`src/rtl/parking_pkg.sv`:
```
// ============================================================================
//  Module      : parking_pkg
//  Description : Shared types and default constants for the parking occupancy
//                controller: gate FSM state encoding, default parameter values
//                and the statistics counter width.
//  Revision    : 1.0 - initial release
// ============================================================================
`default_nettype none

package parking_pkg;

  // Barrier gate state. The gate output is open in every state except ST_IDLE.
  typedef enum logic [1:0] {
    ST_IDLE     = 2'd0,
    ST_OPEN     = 2'd1,
    ST_WAIT_CLR = 2'd2
  } gate_state_t;

  localparam int c_def_capacity        = 8;
  localparam int c_def_cnt_w           = 4;
  localparam int c_def_debounce_cycles = 4;
  localparam int c_def_gate_cycles     = 250;

  // Width of the optional entry/reject statistics counters.
  localparam int c_stats_w = 16;

endpackage : parking_pkg

`default_nettype wire

```
`src/rtl/sensor_debounce.sv`:
```
// ============================================================================
//  Module      : sensor_debounce
//  Description : Sensor front end. Two-flop synchronizer, then a debounce
//                counter that accepts a new level only after DEBOUNCE_CYCLES
//                consecutive synchronized samples of that level, then a
//                registered rising-edge detector on the debounced level.
//  Ports       : clk        - system clock
//                rst        - asynchronous active-high reset
//                sensor_raw - raw asynchronous sensor input
//                level      - debounced sensor level
//                rise_evt   - one-cycle pulse on a debounced rising edge
//  Revision    : 1.0 - initial release
// ============================================================================
`default_nettype none

module sensor_debounce
  import parking_pkg::*;
#(
  parameter int DEBOUNCE_CYCLES = c_def_debounce_cycles
) (
  input  logic clk,
  input  logic rst,
  input  logic sensor_raw,
  output logic level,
  output logic rise_evt
);

  // The counter only ever has to reach DEBOUNCE_CYCLES-1.
  localparam int c_cnt_w = (DEBOUNCE_CYCLES > 1) ? $clog2(DEBOUNCE_CYCLES) : 1;
  localparam logic [c_cnt_w-1:0] c_cnt_last = c_cnt_w'(DEBOUNCE_CYCLES - 1);

  logic               r_sync1;
  logic               r_sync2;
  logic [c_cnt_w-1:0] r_cnt;
  logic               r_level;
  logic               r_level_d;
  logic               r_evt;

  always_ff @(posedge clk or posedge rst) begin
    if (rst) begin
      r_sync1   <= 1'b0;
      r_sync2   <= 1'b0;
      r_cnt     <= '0;
      r_level   <= 1'b0;
      r_level_d <= 1'b0;
      r_evt     <= 1'b0;
    end else begin
      r_sync1   <= sensor_raw;
      r_sync2   <= r_sync1;
      r_level_d <= r_level;
      r_evt     <= r_level & ~r_level_d;
      // Count samples that disagree with the accepted level; any agreeing
      // sample restarts the run, so short bounces never get through.
      if (r_sync2 != r_level) begin
        if (r_cnt == c_cnt_last) begin
          r_level <= r_sync2;
          r_cnt   <= '0;
        end else begin
          r_cnt   <= r_cnt + 1'b1;
        end
      end else begin
        r_cnt <= '0;
      end
    end
  end

  assign level    = r_level;
  assign rise_evt = r_evt;

endmodule : sensor_debounce

`default_nettype wire

```
`src/rtl/parking_occupancy_ctrl.sv`:
```
// ============================================================================
//  Module      : parking_occupancy_ctrl
//  Description : Parking lot occupancy tracker and barrier gate controller.
//                Debounces the entry/exit sensors, runs one gate FSM per
//                barrier, keeps a non-wrapping occupancy count and emits
//                single-cycle full_signal / exit_err pulses.
//  Ports       : clk, rst (asynchronous, active-high)
//                entry_sensor, exit_sensor - raw car-present inputs
//                entry_gate, exit_gate     - barrier open outputs
//                occupancy                 - current car count
//                full_signal               - pulse on reaching capacity or on
//                                            a refused entry
//                exit_err                  - pulse on an exit while empty
//                total_entries, reject_count (only with PARK_STATS_EN)
//  Config      : define PARK_STATS_EN to add the saturating statistics
//                counters and their output ports.
//  Revision    : 1.0 - initial release
// ============================================================================
`default_nettype none

module parking_occupancy_ctrl
  import parking_pkg::*;
#(
  parameter int CAPACITY        = c_def_capacity,
  parameter int CNT_W           = c_def_cnt_w,
  parameter int DEBOUNCE_CYCLES = c_def_debounce_cycles,
  parameter int GATE_CYCLES     = c_def_gate_cycles
) (
  input  logic             clk,
  input  logic             rst,
  input  logic             entry_sensor,
  input  logic             exit_sensor,
  output logic             entry_gate,
  output logic             exit_gate,
  output logic [CNT_W-1:0] occupancy,
  output logic             full_signal,
  output logic             exit_err
`ifdef PARK_STATS_EN
  ,
  output logic [c_stats_w-1:0] total_entries,
  output logic [c_stats_w-1:0] reject_count
`endif
);

  localparam logic [CNT_W-1:0] c_cap = CNT_W'(CAPACITY);
  localparam int c_tmr_w = (GATE_CYCLES > 1) ? $clog2(GATE_CYCLES) : 1;
  localparam logic [c_tmr_w-1:0] c_tmr_last = c_tmr_w'(GATE_CYCLES - 1);

  // Index 0 is the entry side, index 1 the exit side.
  logic [1:0] w_raw;
  logic [1:0] w_level;
  logic [1:0] w_evt;
  logic [1:0] w_idle;
  logic [1:0] w_gate;
  logic [1:0] w_accept;

  assign w_raw = {exit_sensor, entry_sensor};

  // --------------------------------------------------------------------------
  // Sensor front ends
  // --------------------------------------------------------------------------
  for (genvar g = 0; g < 2; g++) begin : g_sensor
    sensor_debounce #(
      .DEBOUNCE_CYCLES (DEBOUNCE_CYCLES)
    ) u_sensor_debounce (
      .clk        (clk),
      .rst        (rst),
      .sensor_raw (w_raw[g]),
      .level      (w_level[g]),
      .rise_evt   (w_evt[g])
    );
  end

  // --------------------------------------------------------------------------
  // Gate FSMs
  // --------------------------------------------------------------------------
  for (genvar g = 0; g < 2; g++) begin : g_gate
    gate_state_t        r_state;
    gate_state_t        w_state_nxt;
    logic [c_tmr_w-1:0] r_tmr;

    always_ff @(posedge clk or posedge rst) begin
      if (rst) begin
        r_state <= ST_IDLE;
        r_tmr   <= '0;
      end else begin
        r_state <= w_state_nxt;
        // Timer is held at zero outside OPEN so every opening starts fresh.
        r_tmr   <= (r_state == ST_OPEN) ? r_tmr + 1'b1 : '0;
      end
    end

    always_comb begin
      w_state_nxt = r_state;
      case (r_state)
        ST_IDLE:     if (w_accept[g])        w_state_nxt = ST_OPEN;
        ST_OPEN:     if (r_tmr == c_tmr_last) w_state_nxt = ST_WAIT_CLR;
        ST_WAIT_CLR: if (!w_level[g])        w_state_nxt = ST_IDLE;
        default:                             w_state_nxt = ST_IDLE;
      endcase
    end

    assign w_idle[g] = (r_state == ST_IDLE);
    assign w_gate[g] = (r_state != ST_IDLE);
  end

  // --------------------------------------------------------------------------
  // Occupancy decision
  // --------------------------------------------------------------------------
  logic [CNT_W-1:0] r_occ;
  logic             r_full;
  logic             r_exit_err;

  logic [1:0]       w_evt_live;
  logic             w_exit_ok;
  logic             w_exit_bad;
  logic             w_entry_ok;
  logic             w_entry_rej;
  logic [CNT_W-1:0] w_occ_after_exit;
  logic [CNT_W-1:0] w_occ_next;
  logic             w_full_pulse;

  always_comb begin
    // Events seen while a gate is busy are discarded entirely.
    w_evt_live       = w_evt & w_idle;
    w_exit_ok        = w_evt_live[1] && (r_occ != '0);
    w_exit_bad       = w_evt_live[1] && (r_occ == '0);
    // The exit is resolved first so a simultaneous entry at capacity fits.
    w_occ_after_exit = r_occ - CNT_W'(w_exit_ok);
    w_entry_ok       = w_evt_live[0] && (w_occ_after_exit < c_cap);
    w_entry_rej      = w_evt_live[0] && !w_entry_ok;
    w_occ_next       = w_occ_after_exit + CNT_W'(w_entry_ok);
    w_full_pulse     = w_entry_rej || ((w_occ_next == c_cap) && (r_occ != c_cap));
    w_accept         = {w_exit_ok, w_entry_ok};
  end

  always_ff @(posedge clk or posedge rst) begin
    if (rst) begin
      r_occ      <= '0;
      r_full     <= 1'b0;
      r_exit_err <= 1'b0;
    end else begin
      r_occ      <= w_occ_next;
      r_full     <= w_full_pulse;
      r_exit_err <= w_exit_bad;
    end
  end

`ifdef PARK_STATS_EN
  logic [c_stats_w-1:0] r_total_entries;
  logic [c_stats_w-1:0] r_reject_count;

  always_ff @(posedge clk or posedge rst) begin
    if (rst) begin
      r_total_entries <= '0;
      r_reject_count  <= '0;
    end else begin
      if (w_entry_ok && (r_total_entries != '1)) r_total_entries <= r_total_entries + 1'b1;
      if (w_entry_rej && (r_reject_count != '1)) r_reject_count  <= r_reject_count + 1'b1;
    end
  end

  assign total_entries = r_total_entries;
  assign reject_count  = r_reject_count;
`endif

  assign entry_gate  = w_gate[0];
  assign exit_gate   = w_gate[1];
  assign occupancy   = r_occ;
  assign full_signal = r_full;
  assign exit_err    = r_exit_err;

endmodule : parking_occupancy_ctrl

`default_nettype wire

```
`config.mk`:
```
export PLATFORM = sky130hd
export DESIGN_NAME = parking_occupancy_ctrl
export DESIGN_NICKNAME = d
export VERILOG_FILES = /design/src/rtl/parking_pkg.sv /design/src/rtl/sensor_debounce.sv /design/src/rtl/parking_occupancy_ctrl.sv
export SDC_FILE = /design/constraint.sdc
export NUM_CORES = 1
export LEC_CHECK = 0
export CAP_MARGIN = 5
export CORE_UTILIZATION = 55
export DETAILED_ROUTE_END_ITERATION = 12
export DONT_BUFFER_PORTS = 1
export GPL_ROUTABILITY_DRIVEN = 0
export GPL_TIMING_DRIVEN = 0
export PLACE_DENSITY = 0.76
export SKIP_LAST_GASP = 1
export SLEW_MARGIN = 25
export SYNTH_ARGS = -nofsm -noshare
export SYNTH_HDL_FRONTEND = slang
export SYNTH_SLANG_ARGS = --single-unit
```
`constraint.sdc`:
```
create_clock -name clk -period 3.6 [get_ports clk]
set_clock_uncertainty 0.15 [all_clocks]
set_input_delay 0.36 -clock clk [delete_from_list [all_inputs] [get_ports clk]]
set_output_delay 0.36 -clock clk [all_outputs]
set_load 0.01 [all_outputs]
```
==> impl_metrics.csv <==
group,metric,value,unit
cells_and_area,final_util,0.672,
worst_setup_path,path_common_cell,"ha_1",
placement,hpwl,1970,um
worst_setup_path,path_buf_inv,0,
drt,drt_wl_total,3000,um
logic_synthesis,ys_async_sr_fraction,1.00,
power,seq_power_share,0.523,
clock_tree,clk_latency,0.36,ns
power,p_int,933,uW
worst_setup_path,cp-end-kind,"flip-flop",
hold_path,min_from,"g_sensor[1].u_sensor_debounce.r_sync1",
hold_path,hold_depth,0,
worst_setup_path,cp_max_fo,5,
sta,period_minus_slack,3.42,ns
logic_synthesis,netlist_top_cells_area,"dfrtp_1 (58%), ha_1 (7.3%), nor2_1 (3.7%), xnor2_1 (3.6%), xor2_1 (3.1%)",
global_route,grt_first_pass_wirelength,5200,um
power,swShare,0.365,
global_route,grt_start_max_net_pins,23,
logic_synthesis,synth.distinct_cells,27,
sta,report.final.slew_viol_count,0,
logic_synthesis,avgSynthCellArea,11.7,um^2
logic_synthesis,synth_edf_count,0,
global_route,grt_overflow_total,0,
sta,setup_tns,0,ns
sta,max-slew-margin-rel,0.706,
floorplan,rows,19,
power,p_comb_frac,0.276,
sta,tightest_slew,0.437,ns
worst_setup_path,path_cells,"o41ai_4, nor2_1, ha_1, nor3b_1, xnor2_1, and3_1, ha_1, ha_1, xor3_1, a2111oi_4, nand2_1, a22oi_1",
worst_setup_path,required,3.72,ns
drt,vias,1111,
logic_synthesis,netlist_area,1710,um^2
floorplan,start_util,0.600,
clock_tree,cts_tree,"done",
worst_setup_path,r2r-end,"full_signal",
worst_setup_path,worst_setup_path_start_kind,"flip-flop",
power,power_switching,537,uW
power,pwr-share-clk,0.201,
hold_path,worstHoldEndpoint,"g_sensor[1].u_sensor_debounce.r_sync2",
worst_setup_path,critPathSlowestCell,"dfrtp_1",
cells_and_area,antennaDiodeCount,0,
floorplan,io_pins,12,
floorplan,core_area,2850,um^2
logic_synthesis,synth_top_cell_by_area,"dfrtp_1",
logic_synthesis,yosys_warnings,0,
drt,vias_per_cell,5.82,
power,leakagePower,0.888,nW
sta,report.final.hold_viol_count,0,
sta,rsz0062_at_grt,"no",
global_route,first_global_vias,1168,
logic_synthesis,synth_flop_cell,"dfrtp_1",
clock_tree,clock-root-buffer,"clkbuf_4",
sta,setup_viol,0,
drt,first_pass_iters,4,
sta,fin_crit_sh,0.949,
floorplan,dieWidth,57.8,um
worst_setup_path,worstSetupPathType,"reg -> reg",
worst_setup_path,r2r_slack,0.18,ns
drt,post_drt_wl_per_cell,15.7,um
cells_and_area,nets,173,
logic_synthesis,synth_seq_cells,40,
run_status,outcome,"finished, final reports clean",
drt,drc,0,
global_route,antenna_found_initial,0,
job,maxCapViolations,0,
logic_synthesis,synth.net_count,161,
worst_setup_path,reg2reg_from,"occupancy[3]",
power,p_per_area,767,nW/um^2
logic_synthesis,yosys.area.top_type_share,0.584,
floorplan,fp.dieH,57.8,um
placement,io_buffers,0,
clock_tree,numClockSinks,40,
worst_setup_path,cpPeakStageDelay,0.55,ns
drt,ant_nets,0,
worst_setup_path,worstRegToRegCells,12,
floorplan,dieArea,3340,um^2
sta,fmax,293,MHz
clock_tree,clkTransAtPathRegs,0.13,ns
cells_and_area,drive_gt1_frac,0.100,
power,max-vdd-ir-drop,0.000549,V
clock_tree,htree_levels,2,
logic_synthesis,seq_area_frac_synth,0.584,
logic_synthesis,syn_inst,147,
clock_tree,cts_buffers,5,
hold_path,hp-class,"reg -> reg",
cells_and_area,area_growth,11.9,%
worst_setup_path,crit_family,"compound AO/OA/AOI/OAI gates",
logic_synthesis,yosys-top-cells-count,"dfrtp_1 (40), nor2_1 (17), ha_1 (10)",
clock_tree,clock_path_buffers,2,
global_route,gr-usage-all-layers,0.216,
logic_synthesis,synth_most_common_cell,"dfrtp_1",
worst_setup_path,cp.arrival,3.54,ns
drt,drtIter0Drc,22,
[how the worst max path moves through the flow]
| stage | end | startpoint | depth (start not counted) | slack, ns |
|---|---|---|---|---|
| 2_1_floorplan | full_signal | occupancy[2] | 12 | 0.46 |
| 6_report | full_signal | occupancy[3] | 12 | 0.18 |
| 5_1_grt | full_signal | occupancy[3] | 12 | 0.007 |
| 4_1_cts | full_signal | occupancy[3] | 12 | 0.03 |
| 3_5_place_dp | full_signal | occupancy[2] | 12 | 0.13 |
| 3_3_place_gp | full_signal | occupancy[2] | 12 | 0.19 |
[layer usage]
layer | part of all wire | vias to the layer above | global-route usage
met3 | 0.054 | 5 | 0.0692
met5 | 0 | - | 0
met4 | 0.022 | 0 | 0.129
met2 | 0.49 | 28 | 0.327
li1 | - | 521 | -
met1 | 0.44 | 557 | 0.272
[registers in the layout, summed over array words and instances, names as in the netlist]
name / count
g_gate.r_tmr: 16
g_gate.r_state: 4
g_sensor.u_sensor_debounce.r_cnt: 4
occupancy: 4
g_sensor.u_sensor_debounce.level: 2
g_sensor.u_sensor_debounce.r_level_d: 2
g_sensor.u_sensor_debounce.r_sync1: 2
g_sensor.u_sensor_debounce.r_sync2: 2
g_sensor.u_sensor_debounce.rise_evt: 2
exit_err: 1
full_signal: 1
[kinds of logic after synthesis]
logic type | synth area share
compound gates | 0.0657
xor+xnor | 0.0803
fa+ha+maj | 0.0730
buf+inv | 0.0241
flops | 0.584
mux | 0.0131
simple gates | 0.159
[power by group through the flow]
stage	sequential, mW	combinational [mW]	clock (mW)
6_report	0.769	0.406	0.296
5_1_grt	0.792	0.467	0.323
4_1_cts	0.750	0.392	0.303
3_5_place_dp	0.755	0.382	0
3_3_place_gp	0.739	0.356	0
2_1_floorplan	0.715	0.318	0
[final cells by class]
type | count | area (um^2)
timing repair buffer | 5 | 65.1
inverter | 9 | 33.8
sequential | 40 | 1000
tap | 31 | 38.8
clock buffer | 5 | 37.5
buffer | 2 | 7.51
multi-input combinational | 96 | 689
clock inverter | 3 | 42.5
fill | 209 | 936
[worst register-to-register path, delay by kind of cell (launching register included)]
kind | cells | cell delay, ns
AO/OA/AOI/OAI | 3 | 0.93
XOR/XNOR | 2 | 0.57
adder cells (fa/ha/maj) | 3 | 0.54
flip-flops | 1 | 0.55
AND/OR/NAND/NOR | 4 | 0.58
[layout by cell type (no fill, tap or decap)]
| cell | n |
|---|---|
| clkinv_2 | 1 |
| o21ai_1 | 5 |
| xor3_1 | 1 |
| a22oi_1 | 1 |
| o22ai_1 | 1 |
| inv_2 | 1 |
| buf_16 | 1 |
| a21oi_1 | 6 |
| nor2_1 | 17 |
| xnor2_1 | 7 |
| buf_4 | 1 |
| ha_1 | 10 |
| nor3b_1 | 1 |
| nand3b_1 | 1 |
| nor2b_1 | 4 |
| inv_1 | 8 |
| bufinv_16 | 1 |
| and3_1 | 4 |
| dfrtp_1 | 39 |
| clkbuf_1 | 2 |
| and4b_1 | 1 |
| a2111oi_4 | 1 |
| nand2b_1 | 3 |
| clkbuf_4 | 5 |
| clkinvlp_4 | 1 |
| o21bai_1 | 1 |
| xor2_1 | 6 |
| nand4_1 | 2 |
| dfrtp_2 | 1 |
| nor3_1 | 4 |
| nand2_1 | 7 |
| nand3_1 | 5 |
| dlygate4sd3_1 | 3 |
| mux2_2 | 2 |
| o41ai_4 | 1 |
| or3_1 | 5 |
[what timing repair did]
item	CTS	global route
buffers inserted	0	1
setup endpoints to repair	0	1
hold buffers	3	0
endpoints found under the hold margin	20	0
resized for setup	0	3
[per-stage QoR]
step	hold WS [ns]	instance area (um^2)	std cells	setup WS [ns]	power, mW
final	0.220	1920	191	0.183	1.47
after global routing	0.227	1920	191	0.00750	1.58
after CTS	0.225	1890	190	0.0263	1.45
after detailed placement	0.120	1780	179	0.128	1.14
after global placement	0.185	1750	178	0.191	1.09
after floorplan	0.181	1710	147	0.464	1.03
(Power assumes the default switching activity.)
